### config.mk
export PLATFORM = sky130hd
export DESIGN_NAME = stage_memory
export DESIGN_NICKNAME = d
export VERILOG_FILES = /design/src/rtl/stage_memory.sv
export SDC_FILE = /design/constraint.sdc
export NUM_CORES = 1
export LEC_CHECK = 0
export BUFFER_PORTS_ARGS = -buffer_cell sky130_fd_sc_hd__buf_2
export CORE_MARGIN = 5
export CORE_UTILIZATION = 40
export CTS_CLUSTER_SIZE = 20
export DETAILED_ROUTE_END_ITERATION = 7
export PLACE_DENSITY_LB_ADDON = 0.12
export SLEW_MARGIN = 20
export SYNTH_ARGS = -nofsm -noshare
export SYNTH_HDL_FRONTEND = slang
export SYNTH_SLANG_ARGS = --single-unit
### constraint.sdc
create_clock -name clk -period 2.8 [get_ports clk]
set_input_delay 0.28 -clock clk [delete_from_list [all_inputs] [get_ports clk]]
set_output_delay 0.28 -clock clk [all_outputs]
set_load 0.01 [all_outputs]
### src/rtl/stage_memory.sv
`timescale 1ns/1ps
`default_nettype none
// ============================================================================
// Module      : stage_memory
// Description : Pipeline MEM stage. Non-memory ops pass straight through to the
//               MEM/WB registers; legal loads/stores run a two-state handshake
//               with data memory while stalling upstream; misaligned or
//               malformed accesses retire in one cycle with mem_err set.
// Revision    : 1.0  initial release
// ============================================================================
module stage_memory (
  input  logic        clk,
  input  logic        reset,
  input  logic        valid_in,
  input  logic [31:0] alu_result,
  input  logic [31:0] rs2_data,
  input  logic        mem_rd_en,
  input  logic        mem_wr_en,
  input  logic [2:0]  funct3,
  input  logic [1:0]  write_back_sel_in,
  input  logic [31:0] pc_in,
  input  logic [4:0]  rd_addr_in,
  output logic        stall,
  output logic        dmem_req,
  output logic        dmem_we,
  output logic [31:0] dmem_addr,
  output logic [31:0] dmem_wdata,
  output logic [3:0]  dmem_be,
  input  logic        dmem_ready,
  input  logic [31:0] dmem_rdata,
  output logic        valid_out,
  output logic [31:0] data_mem_rd_data,
  output logic [31:0] alu_result_out,
  output logic [31:0] pc_out,
  output logic [1:0]  write_back_sel_out,
  output logic [4:0]  rd_addr_out,
  output logic        mem_err
);

  localparam logic [2:0] F3_B  = 3'b000;
  localparam logic [2:0] F3_H  = 3'b001;
  localparam logic [2:0] F3_W  = 3'b010;
  localparam logic [2:0] F3_BU = 3'b100;
  localparam logic [2:0] F3_HU = 3'b101;

  typedef enum logic [0:0] {
    IDLE   = 1'b0,
    ACCESS = 1'b1
  } state_t;

  state_t      state_q, state_d;
  logic        dmem_req_q, dmem_req_d;
  logic        dmem_we_q, dmem_we_d;
  logic [31:0] dmem_addr_q, dmem_addr_d;
  logic [31:0] dmem_wdata_q, dmem_wdata_d;
  logic [3:0]  dmem_be_q, dmem_be_d;
  logic [2:0]  funct3_q, funct3_d;
  logic [1:0]  offset_q, offset_d;
  logic        valid_out_q, valid_out_d;
  logic [31:0] rd_data_q, rd_data_d;
  logic [31:0] alu_out_q, alu_out_d;
  logic [31:0] pc_out_q, pc_out_d;
  logic [1:0]  wb_sel_q, wb_sel_d;
  logic [4:0]  rd_addr_q, rd_addr_d;
  logic        mem_err_q, mem_err_d;

  logic [1:0]  offset;
  logic        size_ok;
  logic        access_legal;
  logic [3:0]  fmt_be;
  logic [31:0] fmt_wdata;
  logic [7:0]  sel_byte;
  logic [15:0] sel_half;
  logic [31:0] load_data;

  // Decode the incoming access: legality check and store lane formatting.
  // Unsigned sizes only exist for loads, so BU/HU with a store is illegal.
  always_comb begin
    offset  = alu_result[1:0];
    size_ok = 1'b0;
    case (funct3)
      F3_B:    size_ok = 1'b1;
      F3_H:    size_ok = !offset[0];
      F3_W:    size_ok = (offset == 2'b00);
      F3_BU:   size_ok = mem_rd_en;
      F3_HU:   size_ok = mem_rd_en && !offset[0];
      default: size_ok = 1'b0;
    endcase
    access_legal = (mem_rd_en ^ mem_wr_en) && size_ok;

    fmt_be    = 4'b1111;
    fmt_wdata = rs2_data;
    case (funct3[1:0])
      2'b00: begin
        fmt_be    = 4'b0001 << offset;
        fmt_wdata = {4{rs2_data[7:0]}};
      end
      2'b01: begin
        fmt_be    = 4'b0011 << offset;
        fmt_wdata = {2{rs2_data[15:0]}};
      end
      default: begin
        fmt_be    = 4'b1111;
        fmt_wdata = rs2_data;
      end
    endcase
  end

  // Extract and extend the addressed lane of the returned read word.
  always_comb begin
    sel_byte  = dmem_rdata[{offset_q, 3'b000} +: 8];
    sel_half  = offset_q[1] ? dmem_rdata[31:16] : dmem_rdata[15:0];
    load_data = dmem_rdata;
    case (funct3_q)
      F3_B:    load_data = {{24{sel_byte[7]}}, sel_byte};
      F3_H:    load_data = {{16{sel_half[15]}}, sel_half};
      F3_BU:   load_data = {24'h0, sel_byte};
      F3_HU:   load_data = {16'h0, sel_half};
      default: load_data = dmem_rdata;
    endcase
  end

  // Next-state, memory request and MEM/WB retirement logic.
  always_comb begin
    state_d      = state_q;
    dmem_req_d   = dmem_req_q;
    dmem_we_d    = dmem_we_q;
    dmem_addr_d  = dmem_addr_q;
    dmem_wdata_d = dmem_wdata_q;
    dmem_be_d    = dmem_be_q;
    funct3_d     = funct3_q;
    offset_d     = offset_q;
    valid_out_d  = 1'b0;
    rd_data_d    = rd_data_q;
    alu_out_d    = alu_out_q;
    pc_out_d     = pc_out_q;
    wb_sel_d     = wb_sel_q;
    rd_addr_d    = rd_addr_q;
    mem_err_d    = mem_err_q;
    stall        = 1'b0;

    case (state_q)
      IDLE: begin
        if (valid_in) begin
          if (mem_rd_en || mem_wr_en) begin
            if (access_legal) begin
              state_d      = ACCESS;
              dmem_req_d   = 1'b1;
              dmem_we_d    = mem_wr_en;
              dmem_addr_d  = {alu_result[31:2], 2'b00};
              dmem_be_d    = fmt_be;
              dmem_wdata_d = mem_wr_en ? fmt_wdata : 32'h0;
              funct3_d     = funct3;
              offset_d     = offset;
              stall        = 1'b1;
            end else begin
              valid_out_d  = 1'b1;
              mem_err_d    = 1'b1;
              rd_data_d    = 32'h0;
            end
          end else begin
            valid_out_d    = 1'b1;
            mem_err_d      = 1'b0;
            rd_data_d      = 32'h0;
          end
        end
      end
      ACCESS: begin
        // Inputs are held by upstream while stalled, so sideband is read live.
        stall = !dmem_ready;
        if (dmem_ready) begin
          state_d     = IDLE;
          dmem_req_d  = 1'b0;
          valid_out_d = 1'b1;
          mem_err_d   = 1'b0;
          rd_data_d   = dmem_we_q ? 32'h0 : load_data;
        end
      end
      default: state_d = IDLE;
    endcase

    if (valid_out_d) begin
      alu_out_d = alu_result;
      pc_out_d  = pc_in;
      wb_sel_d  = write_back_sel_in;
      rd_addr_d = rd_addr_in;
    end

    if (reset) begin
      stall = 1'b0;
    end
  end

  // State and output registers with synchronous reset.
  always_ff @(posedge clk) begin
    if (reset) begin
      state_q      <= IDLE;
      dmem_req_q   <= 1'b0;
      dmem_we_q    <= 1'b0;
      dmem_addr_q  <= 32'h0;
      dmem_wdata_q <= 32'h0;
      dmem_be_q    <= 4'b0000;
      funct3_q     <= 3'b000;
      offset_q     <= 2'b00;
      valid_out_q  <= 1'b0;
      rd_data_q    <= 32'h0;
      alu_out_q    <= 32'h0;
      pc_out_q     <= 32'h0;
      wb_sel_q     <= 2'b00;
      rd_addr_q    <= 5'd0;
      mem_err_q    <= 1'b0;
    end else begin
      state_q      <= state_d;
      dmem_req_q   <= dmem_req_d;
      dmem_we_q    <= dmem_we_d;
      dmem_addr_q  <= dmem_addr_d;
      dmem_wdata_q <= dmem_wdata_d;
      dmem_be_q    <= dmem_be_d;
      funct3_q     <= funct3_d;
      offset_q     <= offset_d;
      valid_out_q  <= valid_out_d;
      rd_data_q    <= rd_data_d;
      alu_out_q    <= alu_out_d;
      pc_out_q     <= pc_out_d;
      wb_sel_q     <= wb_sel_d;
      rd_addr_q    <= rd_addr_d;
      mem_err_q    <= mem_err_d;
    end
  end

  assign dmem_req           = dmem_req_q;
  assign dmem_we            = dmem_we_q;
  assign dmem_addr          = dmem_addr_q;
  assign dmem_wdata         = dmem_wdata_q;
  assign dmem_be            = dmem_be_q;
  assign valid_out          = valid_out_q;
  assign data_mem_rd_data   = rd_data_q;
  assign alu_result_out     = alu_out_q;
  assign pc_out             = pc_out_q;
  assign write_back_sel_out = wb_sel_q;
  assign rd_addr_out        = rd_addr_q;
  assign mem_err            = mem_err_q;

endmodule
`default_nettype wire

# == After elaboration in Yosys (flattened, before gate mapping) ==
# Cells that the tools add are included.
# word_totals
elab_cells,78
out_inout_bits,176
reg_bits,179
# classes
bitwise,2
n_reduce_logical,12
muxes,33
n_shift,3
n_eq_ne,13
# ops
operator,n
32-bit 2-to-1 mux,6
32-bit one-hot mux with 2 select lines,2
32-bit one-hot mux with 4 select lines,1
32-bit by 6-bit indexed part select with 8-bit output,1
1-bit 2-to-1 mux,16
16-bit 2-to-1 mux,1
3-bit equality test (second input constant),4
1-bit one-hot mux with 2 select lines,5
2-bit != test (second input constant),4
4-bit one-hot mux with 2 select lines,1
4-bit AND reduction,2
3-bit by 1-bit equality test with 1-bit output (second input constant),2
3-bit logical NOT,2
1-bit one-hot mux with 5 select lines,1
2-bit logical NOT,2
1-bit by 2-bit left shift with 4-bit output (first input constant),1
2-bit by 2-bit left shift with 4-bit output (first input constant),1
3-bit by 2-bit equality test with 1-bit output (second input constant),1
3-bit != test (second input constant),1
3-bit AND reduction,1
2-bit by 1-bit equality test with 1-bit output (second input constant),1
1-bit logical AND,2
1-bit logical NOT,2
1-bit logical OR,1
other kinds (2),2

# == Longest topological paths before layout ==
# Gate-level depths: netlist of run 1.
# depth
word_depth,9
ltp_mapped,10

# == Worst setup path before layout of run 1 ==
# No wires, ideal clock.
# synth_path
kind,input-to-output
startpoint,input port mem_wr_en
endpoint,output port stall
required_ns,2.520
cell_stages,10
path_slack_ns,0.387
arrival_time_ns,2.133
path_buffers,4
path_cell_list,clkbuf_1 clkbuf_1 inv_1 ha_1 nor2b_1 and4_1 buf_2 nand2_1 buf_2 a21oi_1
# synth_between
elab_chain_len,7
word_cells_on_any_way,8
# synth_rtl
element,line,text
from (decl),18,"input logic mem_wr_en,"
1-bit bitwise XOR,89,access_legal = (mem_rd_en ^ mem_wr_en) && size_ok;
1-bit logical AND,89,
1-bit 2-to-1 mux,146,if (access_legal) begin
1-bit 2-to-1 mux *,145,if (mem_rd_en || mem_wr_en) begin
1-bit 2-to-1 mux *,144,if (valid_in) begin
1-bit one-hot mux with 2 select lines *,142,case (state_q)
1-bit 2-to-1 mux *,189,if (reset) begin
to (decl),23,"output logic stall,"
# Mark *: on every way between the ends. The rest lies on a longest branch, timed or not.

# == Worst setup path after layout of run 1 ==
# layout_path
startpoint,register state_q
endpoint,output port stall
# layout_between
elab_chain_len,3
# layout_rtl
element,line,text
from (decl),51,"state_t state_q, state_d;"
from (signal assigned),213,state_q <= state_d;
1-bit inverter,n/a,
1-bit one-hot mux with 2 select lines *,142,
1-bit 2-to-1 mux *,189,
# Marks and branches as above.

==> flow_summary.ini, run 1 <==
[synthesis]
synth_top_flop_cell = dfxtp_1
ys_warn_count = 0
synth_area_per_cell_sq_um = 8.85
synth_seq_cells = 179
syn_area_sq_um = 7830
synth.distinct_cells = 48
synth_sequential_area_ratio_pct = 45.8
post_synth_inst_count = 885
number_of_enable_type_register_cells_in_the_synthesized_netlist = 0
ys_async_sr_fraction_pct = 0

[clock_network]
clk_root_buffer_cell = clkbuf_16
numCtsBuffers = 17
cts_hold_repair.buffers = 0
path_clk_slew_ns = 0.08
clock_sinks = 179
cts_resized = 0
clock_path_buffers = 2
clk-insertion-delay-late_ns = 0.42
post-cts-setup-buffers = 0
ctsHtreeMaxLevel = 4
tritoncts = built

[placed_design]
pre_cts_slack_ns = 0.581
hpwl_after_detailed_placement_um = 17800
place_area_sq_um = 9580
place.gp.congestion = 0.869
buffer_ports.inserted = 317

[power_and_ir_drop]
vdd.ir_drop.worst_mv = 0.392
pwr_dens_nw_per_um2 = 582
internal-power_mw = 4.27
clock_network_power_share_pct = 40.3
finalPower_mw = 5.91
swShare_pct = 27.8
net-switching-power_mw = 1.65
leakage_nw = 4.78
p_comb_share_pct = 13.9
sequential_cell_fraction_of_total_power_pct = 45.8

[sta]
slew_headroom_pct = 46.5
finalHoldViolations = 0
final_setup_violation_count = 0
grt_setup_unrepaired = false
final.setup.tns_ns = 0
peak_freq_ghz = 0.415
drv_slew = 0
fin_crit_sh_pct = 86.1
fin_worst_skew_ns = 0.00923
worst_slack_ns = 0.389
tightest_slew_ns = 0.801
period_needed_ns = 2.41

[route]
drt-initial-drc-count = 404
route.top_layer_used = met4
post_route_met1_wirelength_um = 10700
detailroute.wirelength.met3_um = 2110
wl_met2_um = 11800
drcViolationCount = 0
vias_per_cell = 5.10
number_of_detailed_routing_iterations_run_before_antenna_repair = 5
vias = 7331
number_of_antenna_violating_nets_in_the_routed_design = 0
wl_um = 24800
route.detailed.wl_per_inst_um = 17.3

[floorplan]
floorplan.die_area_sq_um = 22500
floorplan.initialDensity_pct = 40.4
design.core.area_sq_um = 19400
die_height_um = 150
placement_rows = 51
chipWidth_um = 150
boundaryPins = 320

[job]
max-cap-violations = 0

[setup_path]
worst-endpoint-arrival_ns = 2.13
ff2ff_setup_slack_ns = 0.55
worstReg2RegStart = state_q
startpoint_type = flop
critical_path_rt_ns = 2.52
timing.critical_path.fanout_max = 41
reg2reg_depth = 4
timing_worst_setup_path_type = flop to primary output
timing.critical_path.to_type = primary output
regToRegEndpoint = data_mem_rd_data[27]

[grt]
grt_overflow = 0
maximum_number_of_pins_on_one_net_before_global_route_repair = 82
via_count_of_the_first_global_routing_pass = 7158
grt_use_total_pct = 21.4
grt_antenna_before_repair = 1
wire_length_of_the_first_global_routing_pass_um = 38500

[final_layout]
finish.utilization_pct = 52.4
highest_count_cells_in_the_layout_ignoring_fill_and_taps = buf_2 (317), dfxtp_1 (179), nand2_1 (169), mux2i_1 (103), a21oi_1 (71)
layout.cells.most_common = buf_2
count_of_fill_cells_added_during_filler_insertion = 1942
num-nets-final = 1303
drive_above_1_share_pct = 33.2
design_area_sq_um = 10200
layout-area-overhead-vs-synth_pct = 29.8

[status]
run_status = complete, no violations

[hold_path]
min_path_type = input port to flop
hold-path-cell-count = 3
timing.hold.worst.start = pc_in[10]
worst_hold_path.endpoint = pc_out[10]
## Yosys cell counts, types with 2 or more instances
master / n / area [sq um]
dfxtp_1: 179 / 3580
nand2_1: 169 / 634
mux2i_1: 103 / 1030
a21oi_1: 71 / 355
o21ai_0: 70 / 350
clkbuf_1: 61 / 229
nand3_1: 36 / 180
nand4_1: 24 / 150
a22o_1: 22 / 193
nand2b_1: 15 / 93.8
o211ai_1: 14 / 105
inv_1: 13 / 48.8
buf_2: 10 / 50.1
buf_4: 10 / 75.1
mux2_2: 9 / 101
o2bb2ai_1: 8 / 70.1
o31ai_1: 8 / 60.1
a221oi_1: 6 / 52.6
a32oi_1: 6 / 52.6
nor2_1: 6 / 22.5
nor3_1: 6 / 30.0
nor2b_1: 4 / 25.0
buf_6: 3 / 33.8
nor3b_1: 3 / 22.5
o211a_1: 3 / 30.0
a211oi_1: 2 / 15.0
nor4_1: 2 / 12.5
o32ai_1: 2 / 17.5
## worst max path at each step
stage | cells past startpoint | slack, ns | start | endpoint
global placement | 4 | 0.54 | state_q | data_mem_rd_data[28]
finish | 5 | 0.39 | state_q | stall
detailed placement | 4 | 0.58 | state_q | data_mem_rd_data[27]
floorplan | 10 | 0.39 | mem_wr_en | stall
global route | 5 | 0.22 | state_q | stall
CTS | 5 | 0.38 | state_q | stall
## registers in the layout (all words and copies together) (netlist names), 2 cells and up
name and cells:
offset_q 2, dmem_addr 30, pc_out 32, rd_addr_out 5, write_back_sel_out 2, dmem_be 4
data_mem_rd_data 32, alu_result_out 32, funct3_q 3, dmem_wdata 32
## final cells by class
class	instances	area [sq um]	share of cell area, %
clock inverters	14	141	1.39
inverters	14	55.1	0.542
multi-input cells	608	3830	37.7
clock buffers	18	439	4.32
diodes	2	5.00	0.0492
flip-flops and latches	179	3580	35.2
well taps	265	332	3.26
repair buffers	338	1780	17.5
## cell families after synthesis
group / share of synthesized area (%)
AND/OR/NAND/NOR: 15.7
AO/OA/AOI/OAI: 18.1
flip-flops: 45.8
multiplexers: 14.6
buffers and inverters: 5.67
adder cells (fa/ha/maj): 0.160
other: 0.0479
## critical path: stages (launching register included)
cell	delay [ns]
dfxtp_1	0.40
nor2b_4	0.14
buf_4	0.40
nand2_1	0.36
a21oi_1	0.23
buf_2	0.17
## power by group through the flow
stage	clock network, mW	logic [mW]	registers [mW]
6_report	2.38	0.825	2.71
5_1_grt	2.54	0.902	2.72
4_1_cts	2.44	0.833	2.71
3_5_place_dp	0	0.830	2.77
3_3_place_gp	0	0.830	2.76
2_1_floorplan	0	0.431	2.81
## metal layers
layer | global-route usage (%) | vias to the layer above
met1 | 27.1 | 3403
met2 | 35.6 | 233
met5 | 0 | -
met3 | 7.00 | 11
met4 | 4.76 | 0
li1 | - | 3684
## metrics by stage
step | std cells | hold WS [ns]
after floorplan | 886 | 0.419
after global placement | 1404 | 0.441
after detailed placement | 1404 | 0.447
after CTS | 1436 | 0.0617
after global routing | 1437 | 0.0763
final | 1438 | 0.0887
Power figures use the tool's default switching activity.
==> run 2: changes to the inputs <==
BUFFER_PORTS_ARGS = -buffer_cell sky130_fd_sc_hd__buf_4   (was -buffer_cell sky130_fd_sc_hd__buf_2)
MAX_ROUTING_LAYER = met4   (was default)
==> flow_summary.ini, run 2 (synthesis results as in run 1) <==
[power_and_ir_drop]
vdd.ir_drop.worst_mv = 0.417
clock_network_power_share_pct = 38.7
sequential_cell_fraction_of_total_power_pct = 45.5
net-switching-power_mw = 1.68
p_comb_share_pct = 15.8
internal-power_mw = 4.28
swShare_pct = 28.2
pwr_dens_nw_per_um2 = 545
leakage_nw = 4.88

[clock_network]
numCtsBuffers = 17
cts_hold_repair.buffers = 0
clock_sinks = 179
clk_root_buffer_cell = clkbuf_16
tritoncts = built
ctsHtreeMaxLevel = 4
clk-insertion-delay-late_ns = 0.42
clock_path_buffers = 2
path_clk_slew_ns = 0.07
post-cts-setup-buffers = 0
cts_resized = 0

[route]
vias = 7396
wl_um = 25400
drcViolationCount = 0
number_of_detailed_routing_iterations_run_before_antenna_repair = 5
number_of_antenna_violating_nets_in_the_routed_design = 0
vias_per_cell = 5.16
drt-initial-drc-count = 452
route.detailed.wl_per_inst_um = 17.7

[final_layout]
num-nets-final = 1299
drive_above_1_share_pct = 33.0
layout.cells.most_common = buf_4
antenna_cells = 0
highest_count_cells_in_the_layout_ignoring_fill_and_taps = buf_4 (330), dfxtp_1 (179), nand2_1 (169), mux2i_1 (103), a21oi_1 (71)
layout-area-overhead-vs-synth_pct = 39.5
count_of_fill_cells_added_during_filler_insertion = 1843

[floorplan]
floorplan.die_area_sq_um = 22500
die_height_um = 150
boundaryPins = 320
design.core.area_sq_um = 19400
floorplan.initialDensity_pct = 40.4
placement_rows = 51
chipWidth_um = 150

[setup_path]
max_stage_delay_ns = 0.30
critical-path-top-cell-by-count = buf_4
critical_path.slowest_cell = and4_2
crit_family = simple AND/OR/NAND/NOR gates
critical_path.n_buffers_inverters = 3
timing.critical_path.to_type = primary output
startpoint_type = input port
worst-endpoint-arrival_ns = 2.06
critical_path_rt_ns = 2.52
crit_path_cell_trace = buf_4 > inv_1 > ha_1 > nor2b_1 > and4_2 > nand2_1 > a21oi_1 > buf_4
timing.critical_path.fanout_max = 26
timing_worst_setup_path_type = input port to primary output

[sta]
fin_crit_sh_pct = 83.5
grt_setup_unrepaired = false
period_needed_ns = 2.34
fin_worst_skew_ns = 0.0135
drv_slew = 0
tightest_slew_ns = 0.840
slew_headroom_pct = 43.9
final_setup_violation_count = 0
finalHoldViolations = 0
final.hold.worst_slack_ns = 0.104
final.setup.tns_ns = 0
peak_freq_ghz = 0.427

[grt]
wire_length_of_the_first_global_routing_pass_um = 38900
grt_overflow = 0
via_count_of_the_first_global_routing_pass = 7106
grt_antenna_before_repair = 0
grt_use_total_pct = 22.3
maximum_number_of_pins_on_one_net_before_global_route_repair = 84

[job]
max-cap-violations = 0

[status]
run_status = complete, no violations

[placed_design]
buffer_ports.inserted = 317
hpwl_after_detailed_placement_um = 17900
place.gp.congestion = 0.903

[hold_path]
min_path_type = input port to flop
==> run 2: cell types whose count changed in the layout (fill, tap and decap cells not counted), sizes merged <==
cell / change
bufinv: -1
clkbuf: -1
buf: -4
diode: -2
inv: -1
clkinv: +3
==> run 2: per-layer routing <==
layer  up-vias  global-route usage, %  wire length, um
li1       3679                      -                -
met1      3431                   28.1            10800
met2       260                   34.9            12000
met3        26                   6.75             2160
met4         0                   5.95              394
met5         -                      -                0
==> run 2: final timing paths <==
path                            slack, ns                   end  cells past startpoint       start
worst max register to register       0.53  data_mem_rd_data[18]                      4     state_q
worst min-delay path                 0.10            pc_out[12]                      3   pc_in[12]
worst min register to register       0.46            pc_out[10]                      2  pc_out[10]
worst max-delay path                 0.46                 stall                      8   mem_wr_en
==> run 2: through the flow <==
stage | utilization [%] | instance area (sq um) | power, mW | setup slack (ns) | instances
after CTS | 56.3 | 10900 | 6.03 | 0.452 | 1432
after global placement | 53.4 | 10400 | 3.71 | 0.486 | 1400
after floorplan | - | 7830 | 3.24 | 0.387 | 886
after detailed placement | 53.4 | 10400 | 3.71 | 0.460 | 1400
final | 56.3 | 10900 | 5.96 | 0.461 | 1432
after global routing | 56.3 | 10900 | 6.20 | 0.327 | 1432
==> run 2: layout make-up <==
type | instances | area [sq um] | area share, %
Timing Repair Buffer | 334 | 2560 | 23.4
Inverter | 14 | 55.1 | 0.504
Tap cell | 265 | 332 | 3.03
Multi-Input combinational cell | 608 | 3830 | 35.0
Clock buffer | 17 | 425 | 3.89
Sequential cell | 179 | 3580 | 32.8
Clock inverter | 15 | 144 | 1.32
==> run 2: worst min-delay path: stages <==
cell	delay, ns
buf_4	0.11
nand2_1	0.04
mux2i_1	0.05
==> run 2: power by group through the flow <==
stage | logic (mW) | registers [mW] | clock network, mW
floorplan | 0.431 | 2.81 | 0
global placement | 0.937 | 2.77 | 0
detailed placement | 0.945 | 2.77 | 0
CTS | 0.946 | 2.71 | 2.37
global route | 1.02 | 2.72 | 2.46
finish | 0.939 | 2.71 | 2.31
